$ cat config.mk
export PLATFORM = sky130hd
export DESIGN_NAME = cop_issue
export DESIGN_NICKNAME = d
export VERILOG_FILES = /design/src/rtl/cop_issue_pkg.sv /design/src/rtl/cop_issue_opc_filter.sv /design/src/rtl/cop_issue.sv
export SDC_FILE = /design/constraint.sdc
export NUM_CORES = 1
export LEC_CHECK = 0
export BUFFER_PORTS_ARGS = -buffer_cell sky130_fd_sc_hd__buf_2
export CELL_PAD_IN_SITES_DETAIL_PLACEMENT = 1
export CELL_PAD_IN_SITES_GLOBAL_PLACEMENT = 1
export CORE_AREA = 4 4 182 184
export DETAILED_ROUTE_END_ITERATION = 8
export DIE_AREA = 0 0 186 188
export PLACE_DENSITY = 0.81
export SLEW_MARGIN = 20
export SYNTH_ARGS = -nofsm -noshare
export SYNTH_HDL_FRONTEND = slang
export SYNTH_SLANG_ARGS = --single-unit
$ cat constraint.sdc
create_clock -name cop_clk_i -period 1.5 [get_ports cop_clk_i]
set_input_delay 0.375 -clock cop_clk_i [delete_from_list [all_inputs] [get_ports cop_clk_i]]
set_output_delay 0.375 -clock cop_clk_i [all_outputs]
set_load 0.02 [all_outputs]
$ cat src/rtl/cop_issue_pkg.sv
// Shared definitions for the core-side coprocessor interface: custom opcodes and FSM states.
package cop_issue_pkg;

  localparam logic [6:0] CUSTOM_0 = 7'b0001011;
  localparam logic [6:0] CUSTOM_1 = 7'b0101011;
  localparam logic [6:0] CUSTOM_2 = 7'b1011011;
  localparam logic [6:0] CUSTOM_3 = 7'b1111011;

  typedef enum logic [1:0] {
    ST_IDLE = 2'd0,
    ST_REQ  = 2'd1,
    ST_RESP = 2'd2
  } state_e;

endpackage

$ cat src/rtl/cop_issue_opc_filter.sv
// Flags an opcode as a custom opcode whose enable bit is set. Purely combinational.
module cop_issue_opc_filter
  import cop_issue_pkg::*;
#(
  parameter logic [3:0] OPC_EN = 4'b1111
) (
  input  logic [6:0] opc_i,
  output logic       en_o
);

  always_comb begin
    en_o = 1'b0;
    case (opc_i)
      CUSTOM_0: en_o = OPC_EN[0];
      CUSTOM_1: en_o = OPC_EN[1];
      CUSTOM_2: en_o = OPC_EN[2];
      CUSTOM_3: en_o = OPC_EN[3];
      default:  en_o = 1'b0;
    endcase
  end

endmodule

$ cat src/rtl/cop_issue.sv
// Core-side initiator of the coprocessor interface: one instruction in flight, one registered response.
// Latency 2 cycles accept-to-response plus one per wait cycle; no accept while busy, rf stalls hold REQ.
module cop_issue
  import cop_issue_pkg::*;
#(
  parameter int         XLEN    = 64,
  parameter logic [3:0] OPC_EN  = 4'b1111,
  parameter int         TIMEOUT = 255
) (
  input  logic            cop_clk_i,
  input  logic            cop_rst_ni,
  input  logic            req_valid_i,
  output logic            req_ready_o,
  input  logic [31:0]     req_insn_i,
  input  logic [XLEN-1:0] req_rs1_i,
  input  logic [XLEN-1:0] req_rs2_i,
  input  logic [4:0]      req_rd_idx_i,
  input  logic            rf_wr_ready_i,
  output logic            rsp_valid_o,
  output logic            rsp_wr_o,
  output logic [4:0]      rsp_rd_idx_o,
  output logic [XLEN-1:0] rsp_data_o,
  output logic            rsp_illegal_o,
  output logic            rsp_timeout_o,
  output logic            busy_o,
  output logic            cop_valid_o,
  output logic            cop_rdywr_o,
  output logic [31:0]     cop_insn_o,
  output logic [XLEN-1:0] cop_rs1_o,
  output logic [XLEN-1:0] cop_rs2_o,
  input  logic            cop_ready_i,
  input  logic            cop_wait_i,
  input  logic            cop_wr_i,
  input  logic [XLEN-1:0] cop_rd_i
);

  localparam logic [7:0] CNT_LAST = 8'(TIMEOUT - 1);

  state_e            state_q;
  logic [7:0]        cnt_q;
  logic [7:0]        cnt_d;
  logic              req_ready_q;
  logic              busy_q;
  logic              cop_valid_q;
  logic              rsp_valid_q;
  logic              rsp_wr_q;
  logic              rsp_illegal_q;
  logic              rsp_timeout_q;
  logic [4:0]        rd_idx_q;
  logic [XLEN-1:0]   rsp_data_q;
  logic [31:0]       insn_q;
  logic [XLEN-1:0]   rs1_q;
  logic [XLEN-1:0]   rs2_q;
  logic              opc_en;
  logic              accept;

  cop_issue_opc_filter #(
    .OPC_EN (OPC_EN)
  ) u_opc_filter (
    .opc_i (req_insn_i[6:0]),
    .en_o  (opc_en)
  );

  assign accept = req_valid_i & req_ready_q;
  assign cnt_d  = cnt_q + 8'd1;

  always_ff @(posedge cop_clk_i or negedge cop_rst_ni) begin
    if (!cop_rst_ni) begin
      state_q       <= ST_IDLE;
      cnt_q         <= '0;
      req_ready_q   <= 1'b1;
      busy_q        <= 1'b0;
      cop_valid_q   <= 1'b0;
      rsp_valid_q   <= 1'b0;
      rsp_wr_q      <= 1'b0;
      rsp_illegal_q <= 1'b0;
      rsp_timeout_q <= 1'b0;
      rd_idx_q      <= '0;
      rsp_data_q    <= '0;
      insn_q        <= '0;
      rs1_q         <= '0;
      rs2_q         <= '0;
    end else begin
      case (state_q)
        ST_IDLE: begin
          if (accept) begin
            insn_q      <= req_insn_i;
            rs1_q       <= req_rs1_i;
            rs2_q       <= req_rs2_i;
            rd_idx_q    <= req_rd_idx_i;
            req_ready_q <= 1'b0;
            busy_q      <= 1'b1;
            cnt_q       <= '0;
            if (opc_en) begin
              state_q     <= ST_REQ;
              cop_valid_q <= 1'b1;
            end else begin
              state_q       <= ST_RESP;
              rsp_valid_q   <= 1'b1;
              rsp_illegal_q <= 1'b1;
            end
          end
        end
        ST_REQ: begin
          // Wait beats the claim; a claim blocked by the regfile neither counts nor times out.
          if (cop_wait_i) begin
            cnt_q <= cnt_d;
            if (cnt_q == CNT_LAST) begin
              state_q       <= ST_RESP;
              cop_valid_q   <= 1'b0;
              rsp_valid_q   <= 1'b1;
              rsp_timeout_q <= 1'b1;
            end
          end else if (cop_wr_i) begin
            if (cop_ready_i) begin
              state_q     <= ST_RESP;
              cop_valid_q <= 1'b0;
              rsp_valid_q <= 1'b1;
              rsp_wr_q    <= 1'b1;
              rsp_data_q  <= cop_rd_i;
            end
          end else begin
            state_q       <= ST_RESP;
            cop_valid_q   <= 1'b0;
            rsp_valid_q   <= 1'b1;
            rsp_illegal_q <= 1'b1;
          end
        end
        ST_RESP: begin
          state_q       <= ST_IDLE;
          req_ready_q   <= 1'b1;
          busy_q        <= 1'b0;
          rsp_valid_q   <= 1'b0;
          rsp_wr_q      <= 1'b0;
          rsp_illegal_q <= 1'b0;
          rsp_timeout_q <= 1'b0;
          rsp_data_q    <= '0;
        end
        default: begin
          state_q       <= ST_IDLE;
          req_ready_q   <= 1'b1;
          busy_q        <= 1'b0;
          cop_valid_q   <= 1'b0;
          rsp_valid_q   <= 1'b0;
          rsp_wr_q      <= 1'b0;
          rsp_illegal_q <= 1'b0;
          rsp_timeout_q <= 1'b0;
          rsp_data_q    <= '0;
        end
      endcase
    end
  end

  assign req_ready_o   = req_ready_q;
  assign busy_o        = busy_q;
  assign cop_valid_o   = cop_valid_q;
  assign cop_rdywr_o   = rf_wr_ready_i & (state_q == ST_REQ);
  assign cop_insn_o    = insn_q;
  assign cop_rs1_o     = rs1_q;
  assign cop_rs2_o     = rs2_q;
  assign rsp_valid_o   = rsp_valid_q;
  assign rsp_wr_o      = rsp_wr_q;
  assign rsp_illegal_o = rsp_illegal_q;
  assign rsp_timeout_o = rsp_timeout_q;
  assign rsp_rd_idx_o  = rd_idx_q;
  assign rsp_data_o    = rsp_data_q;

endmodule

Yosys cells after proc, flatten, opt, wreduce, memory -nomap -nowiden. Cells that the tools add are included.

Output and inout port bits: 237. Register bits after elaboration: 246. Logic and storage cells: 91. Input bits: 236.

Add/sub/neg operators: 1. Reductions and logical operators: 12. Equality and inequality tests: 18. Muxes and demuxes: 41. Bitwise operators: 5.

Operators with widths (number): $mux 64 (3); $pmux 64 s2 (1); $mux 1 (20); $ne 2x2->1 const B (9); $mux 8 (2); $pmux 8 s2 (1); $eq 7x7->1 const B (2); $mux 2 (6); $pmux 1 s2 (6); $reduce_and 4->1 (3); $reduce_and 3->1 (3); $add 8x1->8 const B (1); $eq 8x8->1 const B (1); $eq 7x4->1 const B (1); $eq 7x6->1 const B (1); $reduce_and 5->1 (1); $ne 4x4->1 const B (1); $pmux 2 s2 (1); $reduce_and 2->1 (2); $reduce_or 4->1 (1); $ne 3x3->1 const B (1); $not 1->1 (3); $pmux 1 s3 (1); $and 1x1->1 (2); other kinds (4) (4).

Depth between registers and ports, before layout. Gate-level depths: netlist of the first run.

Word-level depth: 6. Mapped depth: 6.

Hierarchy. Synthesis of the first run repeated with hierarchy kept, for this count alone.

Cell total of the unflattened synthesis: 930. Area total of the unflattened synthesis: 9357.7 µm².

By module, submodules not included: cop_issue (sequential area each 6157.2 µm², instances 1, area each 9336.5 µm², cells each 927); cop_issue_opc_filter (sequential area each 0.0 µm², instances 1, area each 21.3 µm², cells each 3).

Least setup slack after synthesis of the first run. No wires, ideal clock.

Kind: register -> register. Start: register req_ready_q (netlist: req_ready_o). End: register insn_q[0] (netlist: cop_insn_o[0]). Period minus slack after synthesis: 1.399 ns. Slack: 0.101 ns. Required time: 1.384 ns. Buffers on the path: 3. Stages on the path, launching flop included: 7. Arrival: 1.283 ns. Path through: dfstp_2 -> nand4bb_1 -> buf_4 -> buf_4 -> buf_2 -> nand2_1 -> nand2_1.

Longest elaborated chain between the ends: 2.

RTL lines: start, declared (line cop_issue.sv:42) `logic req_ready_q;`; start signal, assigned (line cop_issue.sv:71) `req_ready_q <= 1'b1;`; start signal, assigned (line cop_issue.sv:91) `req_ready_q <= 1'b0;`; start signal, assigned (line cop_issue.sv:131) `req_ready_q <= 1'b1;`; $and 1x1->1 (line cop_issue.sv:64) `assign accept = req_valid_i & req_ready_q;`; $reduce_and 2->1 (no line); end signal, assigned (line cop_issue.sv:87) `insn_q <= req_insn_i;`; end, declared (line cop_issue.sv:51) `logic [31:0] insn_q;`.

Every way passes these cells. A chain may end at the register's enable or synchronous reset.

Worst setup path in the final report of the first run.
Start: register state_q[0]. End: output cop_rdywr_o.

Longest elaborated chain between the ends: 2.

RTL lines: start, declared (line cop_issue.sv:39) `state_e state_q;`; start signal, assigned (line cop_issue.sv:69) `state_q <= ST_IDLE;`; start signal, assigned (line cop_issue.sv:95) `state_q <= ST_REQ;`; start signal, assigned (line cop_issue.sv:98) `state_q <= ST_RESP;`; $eq 2x1->1 (line cop_issue.sv:157) `assign cop_rdywr_o = rf_wr_ready_i & (state_q == ST_REQ);`; $and 1x1->1 (line cop_issue.sv:157); end, declared (line cop_issue.sv:27) `output logic cop_rdywr_o,`.

Every way passes these cells.

==> results of run 1 <==
==> where the power goes <==
| group | internal (mW) | total [mW] | switching [mW] |
|---|---|---|---|
| clock network | 4.40 | 7.23 | 2.84 |
| registers | 9.02 | 10.4 | 1.42 |
| logic | 5.63 | 14.3 | 8.67 |
| total | 19.0 | 32.0 | 12.9 |
==> per-layer routing <==
layer | part of all wire | GRT usage | routed length [um]
met1 | 0.37 | 0.217 | 15600
met2 | 0.52 | 0.351 | 22100
met3 | 0.077 | 0.0615 | 3290
met4 | 0.038 | 0.0754 | 1620
met5 | 0.00031 | 0 | 13
==> worst max path at each step <==
stage | startpoint | endpoint | slack (ns) | depth (start not counted)
2_1_floorplan | req_ready_o | cop_insn_o[0] | 0.10 | 6
3_3_place_gp | state_q[0] | rsp_valid_o | -0.01 | 5
3_5_place_dp | state_q[0] | rsp_valid_o | -0.05 | 5
4_1_cts | state_q[1] | cop_rdywr_o | -0.21 | 3
5_1_grt | state_q[0] | cop_rdywr_o | -0.30 | 4
6_report | state_q[0] | cop_rdywr_o | -0.25 | 4
==> area by class of cell <==
cell class / count / area share
sequential: 246 / 0.403
clock buffer: 44 / 0.0558
clock inverter: 8 / 0.00795
multi-input combinational: 748 / 0.211
inverter: 6 / 0.00147
timing repair buffer: 601 / 0.286
tap: 402 / 0.0329
antenna: 6 / 0.000983
==> sequential cells by signal, summed over array words and instances, names as in the netlist, 2 cells and up <==
signal,flops
cop_insn_o,32
cop_rs2_o,64
rsp_rd_idx_o,5
state_q,2
rsp_data_o,64
cop_rs1_o,64
cnt_q,8
==> worst max-delay path, delay by kind of cell, from the launching register on <==
kind,cells,cell delay (ns)
buffers and inverters,2,0.26
AND/OR/NAND/NOR,2,0.16
flip-flops,1,0.41
==> synth_stat cells (all sizes together) <==
library cell	number	area, um^2
ha	2	25.0
nand4bb	1	11.3
o31ai	1	7.51
and4bb	1	16.3
inv	6	22.5
buf	51	407
nand2	628	2360
dfrtp	245	6130
o41a	1	11.3
nand3b	1	20.0
nor2	14	57.6
o21ai	4	20.0
a31oi	1	6.26
mux2i	1	10.0
nand3	5	35.0
xor2	3	26.3
and2	1	6.26
a211o	1	8.76
nand4	4	25.0
a211oi	2	25.0
nor2b	1	8.76
o2bb2ai	1	8.76
xnor2	4	35.0
a21oi	65	325
dfstp	1	26.3
and3	2	12.5
nand2b	1	6.26
o32ai	1	8.76
nor4b	1	15.0
clkbuf	9	33.8
and3b	1	8.76
==> repair_timing <==
action	4_1_cts	5_1_grt
gates cloned	0	26
hold buffers	21	0
endpoints found under the hold margin	54	0
pin swaps	4	13
gates resized for setup	83	71
endpoints found under the setup margin	48	358
buffers inserted	22	21
==> cell families after synthesis <==
| family | count (synthesis) | share of synthesized area |
|---|---|---|
| adders and majority gates | 2 | 0.00257 |
| AOI/OAI and AO/OA | 77 | 0.0434 |
| DFF | 246 | 0.634 |
| buffers and inverters | 66 | 0.0476 |
| xor gates and xnor gates | 7 | 0.00631 |
| muxes | 1 | 0.00103 |
| and+or+nand+nor | 661 | 0.265 |
==> metrics by stage <==
stage	power (mW)	setup WS, ns
floorplan	17.0	0.101
global placement	21.0	-0.0113
detailed placement	21.5	-0.0484
CTS	29.7	-0.211
global route	33.9	-0.304
finish	32.0	-0.247
==> run summary, run 1 <==
The run finished, with violations left. The final reports fail on negative setup slack. The logs give 0.00123 V for the worst IR drop on VDD and 0.197 for the combined global-route utilization of all metal layers.

The final count of pins violating max slew is 0. The critical path goes through buf_6, nand2b_4, nor2_4, buf_6. Setup repair after global routing could not meet its margin everywhere.

Static timing analysis puts the maximum clock frequency at 572 MHz. In the final timing run, aggregate negative setup slack is -16.97 ns. After detailed routing, the number of remaining DRC violations is 0. The logs give 7 for the number of antenna violations at the first check in global routing and 473 for the top-level port count. Power spread over the standard cell area amounts to 2090 nW/um^2. After filler insertion, the fill cell instance count of the layout stands at 3689.

The count of buffers added on input and output ports is 472. The transition time at the pin with the least slew margin was 0.628 ns; the area used by sequential logic in the layout was 6160 um^2. The number of max-cap violations was 0.

Dividing the synthesized area by the synthesized cell count gives 9.17 um^2. Across all register-to-register paths, the minimum setup slack is -0.25 ns. Launch point of the worst hold path: req_rs2_i[4]. For this run, the number of Yosys warnings is 0. The mapped netlist covers 9720 um^2. The path type of the worst setup path is reg -> out. The sequential fraction of the synthesis area came out at 0.634. Final core utilization: 0.487. Along the worst path, the maximum fanout reaches 2.

Dividing the detail-routed wire length by the instance count gives 20.7 um. The tightest hold path in the finished design has a slack of 0.0278 ns. Capture instance of the worst register-to-register path: rsp_valid_o. Once detailed placement completed, the half-perimeter wirelength came to 25.7 mm. The vias per cell was 4.73. STA classifies the critical path startpoint as a register. The run gives 8.42 nW as the reported leakage power. Clock latency on the worst-skew pair, taken at its later pin, is 0.54 ns. The most common library cell in the layout ignoring fill and taps was nand2_1. TritonCTS built the clock tree. The worst hold path was traced through 3 stages. The number of clock buffers added by TritonCTS is 28. Yosys mapped the design onto 36 distinct sky130hd cell types.

The worst setup margin came out at -0.247 ns. The tools report the element type at the critical path end as a primary output. The total congestion overflow after global routing is 0, and the initial standard-cell utilization of the core is 0.310.

The worst hold-check path type was in -> reg. At the end of routability-driven placement, the weighted congestion stood at 0.805. The final layout contains routed wiring with a total length of 42.6 mm. The post-layout net count was 1869; the share of post-route cells with drive strength above 1 was 0.396.

The clock sink count was 246; the floorplan die area was 35000 um^2. The slowest stage of the critical path is the dfrtp_1 cell. Post-placement cell area: 12600 um^2. The tools report the total nets after synthesis as 1298. Synthesis produced 1060 cells. The area added between synthesis and finish is 57.2%, and the stage delay of the slowest cell on the critical path is 0.41 ns. The detail route stage leaves a number of antenna-violating nets equal to 0.

The final critical-path share of the clock period came out at 1.16. For the worst slew margin relative to its limit, the log shows 0.581. The core region is 31400 um^2. The worst register-to-register path has a depth of 7. The DRC marker count from the first detailed-route iteration is 376. The logs give 1 for the level count of the clock H-tree and 15300 um^2 for the final standard cell area without fillers. In this run the clock root is driven by a clkbuf_16.

The setup clock skew after layout came out at 0.00815 ns. In the final layout, the multi-input gates occupy 3230 um^2. The tools report the cell total after placement as 1915. Setup violations remaining at the end of the flow were counted as 179. The post-layout minimum cycle time is 1.75 ns, and the clock transition at the registers of the reported paths is 0.06 ns. The pin count of the biggest net entering global routing came out at 55. The number of global-route vias before repair was 10.3k; the flip-flop and latch count after synthesis was 246. For the hold violation count in the final report, the log shows 0. The most numerous cell type found on the critical path is buf_6. The row count came out at 65.

The run gives 4 as the first-pass iteration count of the detailed router. The clock passes through at most 3 buffers. The run gives 1.12 ns as the endpoint required time on the critical path.

The end point of the most critical hold path is cop_rs2_o[4]. The final cell count without fillers came out at 2061. For the worst setup path, the data arrival time is 1.37 ns.

The first global-routing pass estimated 55.6 mm of wire. Die extent in y: 188 um. In this run the critical register-to-register path is launched from state_q[0].

In this run the horizontal extent of the chip is 186 um. The total via count after detailed routing came out at 9745. In the layout the commonest cells are 621 x nand2_1, 419 x buf_2, 244 x dfrtp_1.
Note: power is estimated with default switching activity, not from simulation.
==> run 2: changes to the inputs <==
--- a/config.mk
+++ b/config.mk
@@ -9,6 +9,7 @@
 export CELL_PAD_IN_SITES_DETAIL_PLACEMENT = 1
 export CELL_PAD_IN_SITES_GLOBAL_PLACEMENT = 1
 export CORE_AREA = 4 4 182 184
+export CTS_CLUSTER_DIAMETER = 200
 export DETAILED_ROUTE_END_ITERATION = 8
 export DIE_AREA = 0 0 186 188
 export PLACE_DENSITY = 0.81
@@ -16,3 +17,4 @@
 export SYNTH_ARGS = -nofsm -noshare
 export SYNTH_HDL_FRONTEND = slang
 export SYNTH_SLANG_ARGS = --single-unit
+export TNS_END_PERCENT = 20
==> run 2 against run 1 <==
  * The flow still finishes with violations (negative setup slack)
  * Highest routed layer unchanged
  * Utilization increased by 1.2 points
  * Final cell count decreased by 0.44%
  * Sequential power about the same
  * Power increased by 3.4%
  * Cell area increased by 2.5%
  * Sequential cell count unchanged
  * Largest power group unchanged
  * Critical path type is now reg -> reg
  * Count of clock-buffer cells in the layout unchanged
==> run summary, run 2 (synthesis results as in run 1) <==
The run finished, with violations left. The final reports fail on negative setup slack. The logs give 8.49 nW for the reported leakage power and 9 for the number of antenna violations at the first check in global routing.

The insertion delay of the later-clocked pin in the worst-skew pair came out at 0.55 ns. Setup repair after global routing could not meet its margin everywhere. The logs give 0 for the final count of pins violating max slew and 1 for the level count of the clock H-tree. Startpoint of the worst-slack reg-to-reg timing path: state_q[0].

After clock tree synthesis, the clock-pin slew on the worst setup and hold paths is 0.06 ns. Leaving out filler cells and counting taps, the final layout contains 2052. For the floorplan die area, the log shows 35000 um^2.

The logs give 3 for the maximum clock insertion buffer count and 3606 for the count of fill cells added during filler insertion. In this run the register-to-register setup slack is -0.27 ns. The number of clock buffers inserted by TritonCTS is 28, and the wire length of the first global-routing pass is 55.0 mm. The total via count after detailed routing was 9826; the antenna violation net count after detailed routing was 0. The die is 188 um tall.

The number of cells on the worst reg-to-reg path was 8; the worst setup margin was -0.267 ns. Share of post-route cells with drive strength above 1: 0.403. Clock skew on the completed layout was measured at 0.0173 ns.

The tools report the hold violation count in the final report as 0. TritonCTS built the clock tree. The library cell used most frequently in the layout, excluding fill and tap cells, is nand2_1. The capture instance of the worst register-to-register path was cop_insn_o[22].

The path type of the worst setup path is reg -> reg. STA classifies the critical path endpoint as a register. In the layout the commonest cells are 603 x nand2_1, 373 x buf_2, 244 x dfrtp_1. The worst-path maximum fanout was 10; the initial standard-cell utilization of the core was 0.310. The logs give 33.1 mW for the sum of internal, switching and leakage power and 10.2k for the number of global-route vias before repair. Worst hold-check path type: in -> reg. The endpoint required time on the critical path was 1.94 ns; the final critical-path share of the clock period was 1.18. IR analysis of the VDD net gives a maximum drop of 0.00191 V.

The run gives 473 as the top-level port count. The area used by sequential logic in the layout is 6160 um^2, and the area used by multi-input combinational logic is 3250 um^2. The post-detailed-route wirelength per cell was 21.3 um; the fmax was 566 MHz. Counting tap cells, the placed design contains a total of 1915 instances.

Using the TritonRoute via totals, the vias-per-cell ratio works out to 4.79. Kind of launch point of the worst setup path: a register. The total congestion overflow after global routing is 0. The run gives 2.20 ns as the arrival time reported for the critical path endpoint. CTS saw 246 sinks. Combined global-route utilization of all metal layers: 0.195. The tree is rooted in a clkbuf_16. The path with the worst hold slack has its endpoint at cop_rs2_o[4]. In this run the standard cell core region covers 31400 um^2.

In this run the most critical hold path is launched from req_rs2_i[4]. The run gives 0 as the remaining design rule violation count. Entering global routing, the biggest net connects 55 pins. The transition time at the pin with the least slew margin works out to 0.611 ns.

Along the worst hold path, the cell count comes to 3. The worst path in the final design needs a cycle of 1.77 ns, including I/O delays and setup. The die is 186 um wide.

In the final design database the tool counted 1858 nets. After legalization and detailed placement, the total HPWL measured 25.7 mm. Power spread over the standard cell area amounts to 2110 nW/um^2. For this block, the initial DRC count from the detailed router was 324.

After floorplanning, the core was divided into 65 placement rows. The worst slew margin relative to its limit was 0.593; the area added between synthesis and finish was 61.1%. In this run the tool buffered the top-level ports with 472 buffer cells.

For this block, the routed nets add up to 43.7 mm of wire. Before antenna repair, the detailed router went through 4 iterations. Across the run, the number of max-cap violations was 0.

For the number of setup violations in the final report, the log shows 184. At the end of routability-driven placement, the weighted congestion stood at 0.805. For the final routed database, the setup TNS stands at -30.98 ns.
run 2: cell types whose count changed in the layout (fill, tap and decap cells not counted), sizes merged:
cell    before  now
clkbuf      62   65
buf        562  548
diode        6    8
run 2: per-stage QoR:
stage	area, um^2	util	setup WS (ns)	hold slack, ns
after floorplan	9720	-	0.101	0.0794
after global placement	12600	0.402	-0.0113	0.324
after detailed placement	12600	0.402	-0.0484	0.325
after CTS	14100	0.448	-0.211	0.00103
after global routing	15700	0.499	-0.320	0.00516
final	15700	0.499	-0.267	0.0198
run 2: worst max-delay path, stage by stage, from the launching register on:
cell and delay [ns]:
dfrtp_1 0.41, buf_4 0.15, buf_6 0.12, nand4bb_4 0.26, buf_12 0.19, clkbuf_16 0.18
clkbuf_16 0.17, nand2_1 0.10, nand2_1 0.06
run 2: layout make-up:
cell class                      count  share of cell area
Antenna cell                        8             0.00128
Clock buffer                       44              0.0544
Sequential cell                   246               0.393
Multi-Input combinational cell    748               0.208
Inverter                            6             0.00144
Clock inverter                      8             0.00775
Tap cell                          402              0.0321
Timing Repair Buffer              590               0.302
run 2: how the worst max path moves through the flow:
stage                          end        start  slack, ns
floorplan            cop_insn_o[0]  req_ready_o       0.10
global placement       rsp_valid_o   state_q[0]      -0.01
detailed placement     rsp_valid_o   state_q[0]      -0.05
CTS                    cop_rdywr_o   state_q[1]      -0.21
global route              cnt_q[7]   state_q[0]      -0.32
finish              cop_insn_o[22]   state_q[0]      -0.27
run 2: what timing repair did:
| item | CTS | global route |
|---|---|---|
| hold buffers | 21 | 0 |
| cloned | 0 | 29 |
| setup endpoints to repair | 48 | 361 |
| pin swaps | 4 | 13 |
| endpoints found under the hold margin | 54 | 0 |
| resized for setup | 58 | 224 |
| buffers inserted | 10 | 18 |
run 2: power breakdown:
group / internal [mW] / leakage [nW] / switching (mW)
Combinational: 6.35 / 4.84 / 8.81
Clock: 4.40 / 0.476 / 2.86
Sequential: 9.02 / 3.17 / 1.62
run 2: layer usage:
layer | part of all wire | global-route usage | vias to the layer above
met4 | 0.039 | 0.0720 | 2
met3 | 0.076 | 0.0611 | 114
met1 | 0.35 | 0.218 | 4866
met2 | 0.53 | 0.345 | 431
li1 | - | - | 4413
met5 | 0.00030 | 0 | -
